## src/rtl/reg_timer_pwm.sv

```systemverilog
// Timer/PWM peripheral driven by the register bank's rw_regs bus, reporting status on ro_regs.
// Optional wrap counter (ro_regs reg3) is built when TIMER_WRAPCNT_EN is defined.
module reg_timer_pwm #(
    parameter int unsigned NUM_CFG    = 8,
    parameter int unsigned NUM_STATUS = 8,
    parameter int unsigned REG_WIDTH  = 8,
    parameter logic [15:0] ID_VALUE   = 16'hCA10
) (
    input  logic                            clk,
    input  logic                            rst,
    input  logic [NUM_CFG*REG_WIDTH-1:0]    rw_regs,
    output logic [NUM_STATUS*REG_WIDTH-1:0] ro_regs,
    output logic                            pwm_o,
    output logic                            wrap_o
);

    typedef enum logic [1:0] {
        ST_IDLE,
        ST_RUN,
        ST_DONE
    } state_e;

    state_e state_q, state_d;

    logic [7:0]  ctrl;
    logic [7:0]  prescale;
    logic [15:0] period;
    logic [15:0] compare;
    logic        en, oneshot, clr, ack;

    logic        en_low_q, en_low_d;
    logic        ack_low_q, ack_low_d;
    logic        en_rise, ack_rise;

    logic [7:0]  presc_q, presc_d;
    logic [15:0] cnt_q, cnt_d;
    logic        wrap_flag_q, wrap_flag_d;
    logic        done_flag_q, done_flag_d;
    logic        pwm_q, pwm_d;
    logic        wrap_q, wrap_d;
    logic [7:0]  wrapcnt;

    logic        tick;
    logic        at_end;
    logic        wrap_evt;
    logic [7:0]  status;

    assign ctrl     = rw_regs[7:0];
    assign prescale = rw_regs[15:8];
    assign period   = rw_regs[31:16];
    assign compare  = rw_regs[47:32];
    assign en       = ctrl[0];
    assign oneshot  = ctrl[1];
    assign clr      = ctrl[2];
    assign ack      = ctrl[3];

    logic ctrl_unused;
    assign ctrl_unused = ^ctrl[7:4];

    if (NUM_CFG > 8) begin : g_extra_cfg
        logic extra_cfg_unused;
        assign extra_cfg_unused = ^rw_regs[NUM_CFG*REG_WIDTH-1:8*REG_WIDTH];
    end

    // Edge detectors remember "input was low last cycle"; resetting them to 0
    // means a level already high at reset exit is not seen as a rising edge.
    assign en_low_d  = ~en;
    assign ack_low_d = ~ack;
    assign en_rise   = en & en_low_q;
    assign ack_rise  = ack & ack_low_q;

    always_comb begin
        tick     = (state_q == ST_RUN) && (presc_q >= prescale);
        at_end   = (cnt_q >= period);
        wrap_evt = tick && at_end && !clr;

        presc_d = presc_q;
        if (clr || (state_q != ST_RUN) || tick) begin
            presc_d = '0;
        end else begin
            presc_d = presc_q + 8'd1;
        end

        cnt_d = cnt_q;
        if (clr) begin
            cnt_d = '0;
        end else if (tick) begin
            cnt_d = at_end ? 16'd0 : cnt_q + 16'd1;
        end

        state_d = state_q;
        case (state_q)
            ST_IDLE: if (en_rise) state_d = ST_RUN;
            ST_RUN: begin
                if (!en) begin
                    state_d = ST_IDLE;
                end else if (wrap_evt && oneshot) begin
                    state_d = ST_DONE;
                end
            end
            ST_DONE: if (!en) state_d = ST_IDLE;
            default: state_d = ST_IDLE;
        endcase

        // A wrap in the same cycle as an ACK edge wins, so no event is lost.
        wrap_flag_d = wrap_evt | (wrap_flag_q & ~ack_rise);
        done_flag_d = (wrap_evt & oneshot) | (done_flag_q & ~ack_rise);

        pwm_d  = (state_q == ST_RUN) && (cnt_q < compare);
        wrap_d = wrap_evt;
    end

    always_ff @(posedge clk) begin
        if (rst) begin
            state_q     <= ST_IDLE;
            en_low_q    <= 1'b0;
            ack_low_q   <= 1'b0;
            presc_q     <= '0;
            cnt_q       <= '0;
            wrap_flag_q <= 1'b0;
            done_flag_q <= 1'b0;
            pwm_q       <= 1'b0;
            wrap_q      <= 1'b0;
        end else begin
            state_q     <= state_d;
            en_low_q    <= en_low_d;
            ack_low_q   <= ack_low_d;
            presc_q     <= presc_d;
            cnt_q       <= cnt_d;
            wrap_flag_q <= wrap_flag_d;
            done_flag_q <= done_flag_d;
            pwm_q       <= pwm_d;
            wrap_q      <= wrap_d;
        end
    end

`ifdef TIMER_WRAPCNT_EN
    logic [7:0] wrapcnt_q, wrapcnt_d;

    always_comb begin
        wrapcnt_d = wrapcnt_q;
        if (clr) begin
            wrapcnt_d = '0;
        end else if (wrap_evt) begin
            wrapcnt_d = wrapcnt_q + 8'd1;
        end
    end

    always_ff @(posedge clk) begin
        if (rst) begin
            wrapcnt_q <= '0;
        end else begin
            wrapcnt_q <= wrapcnt_d;
        end
    end

    assign wrapcnt = wrapcnt_q;
`else
    assign wrapcnt = '0;
`endif

    assign status = {5'b0, done_flag_q, wrap_flag_q, (state_q == ST_RUN)};
    assign pwm_o  = pwm_q;
    assign wrap_o = wrap_q;

    always_comb begin
        ro_regs        = '0;
        ro_regs[15:0]  = cnt_q;
        ro_regs[23:16] = status;
        ro_regs[31:24] = wrapcnt;
        ro_regs[55:48] = ID_VALUE[7:0];
        ro_regs[63:56] = ID_VALUE[15:8];
    end

endmodule

```

## config.mk

```make
export PLATFORM = sky130hd
export DESIGN_NAME = reg_timer_pwm
export DESIGN_NICKNAME = d
export VERILOG_FILES = /design/src/rtl/reg_timer_pwm.sv
export SDC_FILE = /design/constraint.sdc
export NUM_CORES = 1
export LEC_CHECK = 0
export CAP_MARGIN = 40
export CORE_ASPECT_RATIO = 0.7
export CORE_MARGIN = 3
export CORE_UTILIZATION = 42
export DETAILED_ROUTE_END_ITERATION = 16
export GPL_TIMING_DRIVEN = 0
export PLACE_DENSITY = 0.88
export SLEW_MARGIN = 20
export SYNTH_ARGS = -nofsm -noshare
export SYNTH_HDL_FRONTEND = slang
export SYNTH_SLANG_ARGS = --single-unit
```

## constraint.sdc

```tcl
create_clock -name clk -period 3.1 [get_ports clk]
set_input_delay 0.93 -clock clk [delete_from_list [all_inputs] [get_ports clk]]
set_output_delay 0.93 -clock clk [all_outputs]
set_load 0.01 [all_outputs]
```

==> out/metrics.cfg <==
[yosys]
synth_cell_types=43
async_flop_share_pct=0
synth_area_per_cell_um2=8.28
syn-cell-area_mm2=0.00273
ys_seq_area_share_pct=23.5
ys_seq_elements=32
synth-edff-count=0
netlist_instances=330
synth_warnings=0
ys.flop_type=dfxtp_1

[layout]
postLayoutCoreUtil_pct=62.4
layout-drive-gt1-share_pct=16.8
final_cell_area_mm2=0.00375
multiInputGateArea_mm2=0.00172
regArea_um2=641
stdcell_count=522
final_nets=554
antenna_cells=0
areaGrowthSynthToFinish_pct=37.3
fillers=524

[die]
ios=132
die_h_um=73.5
die_w_um=102
floorplan.die_area_mm2=0.00752
start_util_pct=45.4
num_rows=23
core-area_mm2=0.00601

[clock_network]
htree_levels=2
cts_tree=yes
cts_sinks=32
clk_path_buf_depth=2
cts_hold_buf=0
numCtsBuffers=5
clk_latency_ns=0.28
clk_pin_slew_worst_paths_ns=0.06
cts-root-buf=clkbuf_8

[routing]
drtPass1Iterations=4
routedWlPerCell_um=12.3
wirelength_um=6400
drtIter0Drc=102
post_drt_via_cell_ratio=4.67
postRouteAntennaNets=0
vias=2439
drc=0

[timing]
rsz0062_at_grt=no
drv_slew=0
fin_skew_ns=0.00381
maxSlewHeadroom_pct=65.2
finalSetupViolations=0
tightest_slew_ns=0.521
period_share_pct=96.5
fmax_mhz=334
period_needed_ns=2.99
hold_violations=0

[placed_design]
dpl_cell_area_mm2=0.00365
post-place-cells=514
port_buffers=66
gp_congestion=0.837
post-dp-hpwl_um=5450

[global_route]
grt-ovfl-total=0
grt_pass1_wl_um=10300
grt_antenna_before_repair=0
grt_pass1_vias=2296
grtUsageTotal_pct=17.3
grt_max_degree=11

[critical_path]
cp-end-kind=flop
start_kind=input port
cp_data_required_time_ns=3.27
path_class=in -> reg
worstPathArrival_ns=3.16
critPathMaxFanout=3

[job]
maxCapViolCount=0

[min_path]
hold_class=reg -> reg

[run_status]
status=finished clean

[pwr]
combPwrFrac_pct=21.4
peakVddDrop_uv=145
swShare_pct=24.5
p_int_uw=679
leakagePower_nw=1.84
total_power_uw=899
p_seq_share_pct=46.1
clkPwrFrac_pct=32.5
p_per_area_mw_per_mm2=240
switching_power_uw=220

[critical path, cell delays in order]
cell	delay [ns]
clkdlybuf4s50_1	0.46
inv_1	0.05
ha_1	0.29
and4_1	0.27
a31oi_1	0.10
a21oi_1	0.19
o311ai_2	0.12
buf_4	0.18
or3b_4	0.40
nor4b_2	0.16
[registers in the layout, summed over array words and instances, names as in the netlist]
register	cells
cnt_q	16
presc_q	8
state_q	2
ack_low_q	1
done_flag_q	1
en_low_q	1
pwm_o	1
wrap_flag_q	1
wrap_o	1
[cell type report]
type,count,area share [%]
Buffer,52,10.4
Clock buffer,6,1.93
Clock inverter,1,0.133
Inverter,42,4.20
Multi-Input combinational cell,247,46.0
Sequential cell,32,17.1
Tap cell,75,2.50
Timing Repair Buffer,67,17.8
[synthesized netlist by cell type, drive strengths merged, types with 2 or more instances]
cell     instances  area (um2)
xor2             5        43.8
o21a             4        30.0
nor2            33         124
ha              41         513
a21oi           12        60.1
nand2           16        62.6
nand4            6        37.5
nor3             5        25.0
a2111oi          2        42.5
inv             42         158
conb             2        7.51
nor4            11         100
a21o             7        52.6
o21ai            5        25.0
buf             51         385
nand2b           6        45.0
dfxtp           32         641
and3             7        43.8
nor4b            2        23.8
xnor2           16         140
nand3           11        60.1
[cell families after synthesis]
family                   Yosys count  synth area share [%]
other                              2                 0.275
flip-flops                        32                  23.5
AND/OR/NAND/NOR                  102                  20.4
buffers and inverters             94                  20.0
AO/OA/AOI/OAI                     38                  10.3
adder cells (fa/ha/maj)           41                  18.8
XOR/XNOR                          21                  6.73
[what timing repair did]
action,in CTS,in global routing
hold endpoints to repair,0,0
endpoints found under the setup margin,0,12
setup buffers,0,1
gates resized for setup,0,5
[through the flow]
stage,setup TNS [ns],hold WS (ns),setup WS (ns)
after CTS,0,0.467,0.104
after detailed placement,-2.63,0.467,-0.185
final,0,0.463,0.107
after global routing,0,0.489,0.0127
after global placement,-1.17,0.438,-0.115
after floorplan,0,0.429,0.521
[cells in the final DEF (no fill, tap or decap), types with 5 or more instances in the layout]
master	instances
nand3_1	10
ha_1	41
and3_1	6
buf_4	48
nor2_1	33
nor3_1	5
nand4_1	6
clkbuf_8	5
conb_1	45
dfxtp_1	32
clkdlybuf4s50_1	66
a21oi_1	11
nor4_2	5
xor2_1	5
nand2_1	15
xnor2_1	16
a21o_1	7
inv_1	42
nor4_1	6
[routing by layer]
metal | GRT usage (%) | vias to the layer above | routed length, um | share of wire [%]
met2 | 28.7 | 98 | 2990 | 47
met3 | 3.42 | 9 | 490 | 7.7
met1 | 22.5 | 1081 | 2820 | 44
met4 | 5.97 | 0 | 91 | 1.4
li1 | - | 1251 | - | -
met5 | 0 | - | 0 | 0
[path summary, 6_finish.rpt]
| kind | startpoint | end | slack (ns) | depth (start not counted) |
|---|---|---|---|---|
| setup / recovery | rw_regs[27] | state_q[0]$_SDFFE_PP0P_ | 0.11 | 10 |
| hold / removal | state_q[1]$_SDFFE_PP0P_ | state_q[0]$_SDFFE_PP0P_ | 0.46 | 1 |
| hold reg to reg | state_q[1]$_SDFFE_PP0P_ | state_q[0]$_SDFFE_PP0P_ | 0.46 | 1 |
| setup reg to reg | cnt_q[0]$_SDFFE_PP0P_ | state_q[0]$_SDFFE_PP0P_ | 0.69 | 9 |
[power groups by stage]
stage	clock [mW]	sequential, mW	combinational, mW
after floorplan	0	0.424	0.115
after global placement	0	0.423	0.183
after detailed placement	0	0.424	0.188
after CTS	0.299	0.414	0.189
after global routing	0.313	0.415	0.213
final	0.292	0.414	0.193
Note: power is estimated with default switching activity, not from simulation.
